**config.mk**
```make
export PLATFORM = sky130hd
export DESIGN_NAME = pending_encoder
export DESIGN_NICKNAME = d
export VERILOG_FILES = /design/src/rtl/pending_encoder_pkg.sv /design/src/rtl/pe_pick.sv /design/src/rtl/pending_encoder.sv
export SDC_FILE = /design/constraint.sdc
export NUM_CORES = 1
export LEC_CHECK = 0
export ABC_CLOCK_PERIOD_IN_PS = 4000
export CAP_MARGIN = 20
export CELL_PAD_IN_SITES_DETAIL_PLACEMENT = 1
export CELL_PAD_IN_SITES_GLOBAL_PLACEMENT = 1
export CORE_AREA = 2 2 39 41
export DETAILED_ROUTE_END_ITERATION = 8
export DIE_AREA = 0 0 41 43
export PLACE_DENSITY_LB_ADDON = 0.08
export SLEW_MARGIN = 5
export SYNTH_ARGS = -nofsm -noshare
export SYNTH_HDL_FRONTEND = slang
export SYNTH_SLANG_ARGS = --single-unit
```
**constraint.sdc**
```tcl
create_clock -name clk -period 4 [get_ports clk]
set_input_delay 0.8 -clock clk [delete_from_list [all_inputs] [get_ports clk]]
set_output_delay 0.8 -clock clk [all_outputs]
set_load 0.01 [all_outputs]
```
**src/rtl/pending_encoder_pkg.sv**
```systemverilog
// Shared definitions for the pending-request encoder.
// Contents:
//   MAX_N      - widest request vector the encoder supports
//   POL_FIXED  - selection policy: lowest pending index wins
//   POL_RR     - selection policy: round-robin after the last issued index
//   clog2()    - index width for a given number of request lines
//   onehot()   - index -> line mapping, identical to the 2-to-4 decoder's
package pending_encoder_pkg;

  localparam int MAX_N     = 16;
  localparam int POL_FIXED = 0;
  localparam int POL_RR    = 1;

  // Number of bits needed to address 'value' distinct lines.
  function automatic int clog2(input int value);
    int r;
    r = 0;
    while ((1 << r) < value) r++;
    return r;
  endfunction

  // Bit k of the result is set for index k, so a downstream decoder
  // reproduces the original request line.
  function automatic logic [MAX_N-1:0] onehot(input logic [3:0] idx);
    logic [MAX_N-1:0] one;
    one = 1;
    return one << idx;
  endfunction

endpackage

```
**src/rtl/pe_pick.sv**
```systemverilog
// Combinational selector for the pending-request encoder.
// Ports:
//   pending - registered pending-request vector
//   ptr     - last issued index (only used by the round-robin policy)
//   any     - at least one request is pending
//   idx     - index chosen for issue
// The vector is rotated so the search always starts at bit 0, the lowest
// set bit is found, and the rotation is undone on the resulting index.
module pe_pick
  import pending_encoder_pkg::*;
#(
  parameter int N  = 4,
  parameter int W  = 2,
  parameter int RR = POL_FIXED
) (
  input  logic [N-1:0] pending,
  input  logic [W-1:0] ptr,
  output logic         any,
  output logic [W-1:0] idx
);

  logic [W-1:0] start;
  logic [N-1:0] rotated;
  logic [W-1:0] offset;

  // N is a power of two, so W-bit additions wrap modulo N for free.
  always_comb begin
    start   = (RR == POL_RR) ? W'(ptr + 1'b1) : '0;
    rotated = N'({pending, pending} >> start);
    offset  = '0;
    for (int i = N - 1; i >= 0; i--) begin
      if (rotated[i]) offset = W'(i);
    end
    any = |pending;
    idx = offset + start;
  end

endmodule

```
**src/rtl/pending_encoder.sv**
```systemverilog
// Pending-request encoder: collects multi-hot requests on N lines and
// issues their binary indices one at a time over a valid/ready handshake.
// Ports:
//   clk, rst   - rising-edge clock, asynchronous active-high reset
//   in, en     - request lines, captured each cycle while en=1
//   out        - issued index
//   out_valid  - out holds a valid index
//   out_ready  - consumer accepts out this cycle
//   pending    - registered pending-request vector
//   dropped    - one-cycle pulse when a request merged into a pending line
module pending_encoder
  import pending_encoder_pkg::*;
#(
  parameter int N  = 4,
  parameter int RR = POL_FIXED,
  localparam int W = clog2(N)
) (
  input  logic         clk,
  input  logic         rst,
  input  logic [N-1:0] in,
  input  logic         en,
  output logic [W-1:0] out,
  output logic         out_valid,
  input  logic         out_ready,
  output logic [N-1:0] pending,
  output logic         dropped
);

  logic [W-1:0]     ptr;
  logic             pick_any;
  logic [W-1:0]     pick_idx;
  logic             load;
  logic [MAX_N-1:0] clr_full;
  logic [N-1:0]     clr;
  logic [N-1:0]     captured;
  logic [N-1:0]     pending_next;
  logic             dropped_next;

  pe_pick #(
    .N  (N),
    .W  (W),
    .RR (RR)
  ) u_pick (
    .pending (pending),
    .ptr     (ptr),
    .any     (pick_any),
    .idx     (pick_idx)
  );

  // A line is cleared when its index is loaded into the output register,
  // not when it is accepted, so an index can never be issued twice. A new
  // request on the line being cleared is OR-ed back in and stays pending.
  always_comb begin
    load         = !out_valid || out_ready;
    clr_full     = onehot(4'(pick_idx));
    clr          = (load && pick_any) ? clr_full[N-1:0] : '0;
    captured     = en ? in : '0;
    pending_next = (pending & ~clr) | captured;
    dropped_next = |(captured & pending & ~clr);
  end

  // The round-robin pointer resets to N-1 so that index 0 is searched first.
  // When nothing is pending at load time, out keeps its last value.
  always_ff @(posedge clk or posedge rst) begin
    if (rst) begin
      pending   <= '0;
      out       <= '0;
      out_valid <= 1'b0;
      ptr       <= W'(N - 1);
      dropped   <= 1'b0;
    end else begin
      pending <= pending_next;
      dropped <= dropped_next;
      if (load) begin
        if (pick_any) begin
          out       <= pick_idx;
          out_valid <= 1'b1;
          ptr       <= pick_idx;
        end else begin
          out_valid <= 1'b0;
        end
      end
    end
  end

endmodule

```
==> Word level (Yosys, flattened, before mapping) <==
Cells that the tools add are included.
{ "totals": {"regBits": 8, "inputBits": 8, "output_inout_bits": 8, "wordCells": 23} }
{ "op_classes": {"shift": 1, "mux": 7, "n_bitwise": 5, "reduce_logical": 6} }
{ "op_table": {"columns": ["cell", "n"], "rows": [
  ["4-bit AND", 3],
  ["2-bit two-way mux", 4],
  ["4-bit two-way mux", 2],
  ["4-bit OR reduction", 2],
  ["4-bit inverter", 1],
  ["4-bit OR", 1],
  ["1-bit by 2-bit << shifter with 4-bit output, first input constant", 1],
  ["2-bit AND reduction", 1],
  ["1-bit logical AND", 1],
  ["1-bit zero test", 1],
  ["1-bit logical OR", 1],
  ["1-bit two-way mux", 1]
]} }

==> Longest topological paths before layout <==
{ "depth": {"ltp_word": 9, "ltp_mapped": 5, "ltp_nobuf": 4} }

==> Hierarchy <==
Synthesis repeated with hierarchy kept, for this count alone.
{ "hier_totals": {"cells_unflattened": 47, "hier_area_um2": 475.5} }
{ "by_module_without_submodules": {"columns": ["mod", "n_inst", "cells_per_inst", "area_each_um2", "seq_area_each_um2"], "rows": [
  ["pending_encoder", 1, 40, 440.4, 252.7],
  ["pe_pick", 1, 7, 35.0, 0.0]
]} }

==> Worst setup path after synthesis <==
OpenSTA, ideal clock, no wires.
{ "synth_timing": {"path_kind": "input to register", "start": "input out_ready", "end": "register dropped", "setup_ps": 133, "t_arrival_ps": 1517, "required_ps": 3867, "path_slack_ps": 2350, "stages": 5, "n_path_buf": 1, "path_cell_list": "nor2b_4 -> buf_6 -> or4_4 -> nand4_1 -> o211ai_1"} }
{ "synth_via": {"elab_chain_len": 6} }
{ "synth_lines": {"columns": ["item", "line_no", "source"], "rows": [
  ["start, declared", "pending_encoder.sv:24", "input logic out_ready,"],
  ["1-bit logical OR", "pending_encoder.sv:54", "load = !out_valid || out_ready;"],
  ["1-bit logical AND", "pending_encoder.sv:56", "clr = (load && pick_any) ? clr_full[N-1:0] : '0;"],
  ["4-bit two-way mux", "pending_encoder.sv:56", null],
  ["4-bit inverter", "pending_encoder.sv:59", "dropped_next = |(captured & pending & ~clr);"],
  ["4-bit AND", "pending_encoder.sv:59", null],
  ["4-bit OR reduction", "pending_encoder.sv:59", null],
  ["via dropped_next", "pending_encoder.sv:37", "logic dropped_next;"],
  ["end signal, assigned", "pending_encoder.sv:73", "dropped <= dropped_next;"],
  ["end, declared", "pending_encoder.sv:26", "output logic dropped"]
]} }
The timed path passes the listed nets, and every way through them passes these cells.
A chain may end at the register's enable or synchronous reset.

==> Worst setup path in the final report <==
{ "layout_timing": {"start": "register pending[0]", "end": "output pending[0]"} }
{ "layout_rtl": {"columns": ["item", "line_no", "source"], "rows": [
  ["start, declared", "pending_encoder.sv:25", "output logic [N-1:0] pending,"],
  ["start signal, assigned", "pending_encoder.sv:72", "pending <= pending_next;"]
]} }
No word-level cell between the ends.

==> impl_results.md <==
- Leakage: 0.243 nW
- Worst setup path class: reg -> out
- Final worst slack: about 1900 ps
- Number of cells on the critical path: 1
- Worst-Skew Late Latency: around 260 ps
- FF-to-FF path depth: 3
- Diode count: 0
- Clock Path Buffers: 2
- Min Hold Slack: slightly below 500 ps
- Slew Viols, Final: 0
- CP arrival: 1280 ps
- Setup violations, final: 0
- Die Span X: 41 um
- Top cells by area, synth: dfrtp_1 54%, o22a_2 5.4%, nand2_1 5.0%, nor2_1 5.0%, a22o_1 4.7%
- Avg WL per Cell: around 14 um
- PD cells: between 400 and 500 nW/um2
- CTS Sinks: 8
- Unique masters post-synth: 17
- Detailed-placement wirelength estimate: 721 um
- Sequential element share of the synthesized area: 53.7%
- Cells after Synth: 35
- Logic pwr share: a little over a quarter
- Max_slew headroom: slightly below 80%
- Fin cells: 68
- Post-synthesis adder-cell area fraction: 0%
- Gpl congestion: slightly below 0.7
- IO buf count: 15
- Largest net degree at the start of global routing: 9
- Top cell type's share of synthesized area: a little over half
- Xor and xnor area share after synthesis: 0%
- Row count: 14
- TritonCTS buffer count: 3
- Final WL: just over 900 um
- CP endpoint kind: output port
- Syn Nets: 43
- Design area: approximately 550 um2
- CTS H-tree depth: 1
- Routed via count: around 330
- CP max FO: 6
- Actual slew at the worst max-slew pin: 337 ps
- Post-synth top area cell: dfrtp_1
- Peak supply drop: about 0.15 mV
- Clk_skew: 2.52 ps
- Min-delay worst type: reg -> reg
- Post-Synthesis Cell Area: approximately 370 um2
- CP max stage delay: approximately 570 ps
- WP buf/inv: 1
- Vias in the first global route: roughly 370
- Synth Area in Compound Gates: about 17%
- Overflow after GRT: 0
- Post-CTS sizing: 0
- Final hold vios: 0
- Critical R2R Capture: dropped
- Crit share post-route: a little over half
- Mapped Avg Cell Area: approximately 11 um2
- Tmin final: ~2100 ps
- Final #Nets: 62
- Top Ports: 16
- DRT Pass-1 Iters: 2
- Max-cap violations: 0
- Multiplexer area fraction after synthesis: 0%
- Pre-CTS WS: about 1900 ps
- Setup bufs post-CTS: 0
- Crit start category: flip-flop
- Number of antenna violations at the first check in global routing: 0
- Routed Antenna Nets: 0
- Inst Count DP: 65
- Most frequent cells in the layout: 15 x clkdlybuf4s50_1, 8 x dfrtp_1, 5 x nor2_1, 5 x nand2_1, 3 x clkbuf_4
- CTS tree: built
- Util after Layout: about 40%
- Starting Density: 26.9%
- RSZ-0062 raised after global routing: no
- Worst setup startpoint: pending[0]
- Switching Power: approximately 65 uW
- Post-synthesis simple-gate area fraction: roughly 24%
- Share of power burned in registers: 45.1%
- Fmax: about 480 MHz
- Status: finished clean
- Synth Warn #: 0
- Placed Instance Area: 532 um2
- DRT iter0 DRCs: 1
- Share of cells above drive strength 1: between 10% and 20%
- CTS Hold Buffers Added: 0
- Via density: between 4 and 5
- Area added between synthesis and finish: 48.7%
- Reg-to-reg startpoint: pending[2]
- Reg clk slew, reported paths: 50 ps
- Clock power share: 28.1%
- CTS Root Cell: clkbuf_4
- CP max stage cell: clkdlybuf4s50_1
- CP delay by family, top: buffers and inverters
- Die ar.: around 1800 um2
- Cell chain of the critical path: clkdlybuf4s50_1
- Total GRT Usage: 14.2%
- Post-synthesis register bit count: 8
- Main combinational cell family by area after synthesis: simple AND/OR/NAND/NOR gates
- Crit path capture: pending[0]
- Global-route wire length before repair: ~1600 um
- Fillcell total: 163
- Most common cell after layout, fill and taps aside: clkdlybuf4s50_1
- Core area: roughly 1400 um2
- Die Ht: ~43 um
- Total power draw: roughly 230 uW
- Setup_tns: 0 ps
- Reg2Reg Setup Slack: around 2700 ps
- Drt drc: 0
- Sw frac: 28.4%
- Cell-internal power: between 150 and 200 uW
- Req. time, crit path: 3200 ps
layer usage:
layer	up-vias	share of wire (%)	track usage [%]
met3	4	8.8	6.28
met2	13	49	20.9
met4	0	1.8	10.0
met1	159	40	15.3
met5	-	0	0
li1	158	-	-
power by group through the flow:
stage | clock (mW) | sequential [mW] | combinational [mW]
after global routing | 0.0746 | 0.106 | 0.0669
after floorplan | 0 | 0.108 | 0.0232
after detailed placement | 0 | 0.106 | 0.0625
after global placement | 0 | 0.105 | 0.0609
after CTS | 0.0683 | 0.104 | 0.0628
final | 0.0646 | 0.104 | 0.0616
flip-flops by register name, summed over array words and instances (netlist names):
| signal | cells |
|---|---|
| pending | 4 |
| out | 2 |
| dropped | 1 |
| out_valid | 1 |
cell usage after synthesis:
library cell / instances
or4_4: 1
inv_1: 2
nand2b_1: 1
o21ai_1: 1
nor2b_4: 1
nand2_1: 5
o211ai_1: 1
buf_6: 1
nand2b_2: 1
a22o_1: 2
o22a_2: 2
dfrtp_1: 8
a21oi_1: 1
and3_1: 1
nand4_1: 1
a2bb2oi_1: 1
nor2_1: 5
cell type report:
type                            instances  area (um2)  share of cell area [%]
Clock buffer                            3        22.5                    4.06
Inverter                                2        7.51                    1.35
Multi-Input combinational cell         24         154                    27.8
Sequential cell                         8         200                    36.1
Tap cell                               16        20.0                    3.61
Timing Repair Buffer                   15         150                    27.1
cell families (layout without fill, tap and decap cells):
kind of cell | count (synthesis) | after routing
DFF | 8 | 8
AOI/OAI and AO/OA | 8 | 8
buffers and inverters | 3 | 20
and+or+nand+nor | 16 | 16
worst min-delay path by stage:
stage,cells after the start,slack [ps],to,start
2_1_floorplan,1,530,out[0],out[0]
3_3_place_gp,1,470,out[1],out[1]
3_5_place_dp,1,480,out[1],out[1]
4_1_cts,1,490,out[1],out[1]
5_1_grt,1,520,out[0],out[0]
6_report,1,490,out[1],out[1]
Note: power is estimated with default switching activity, not from simulation.
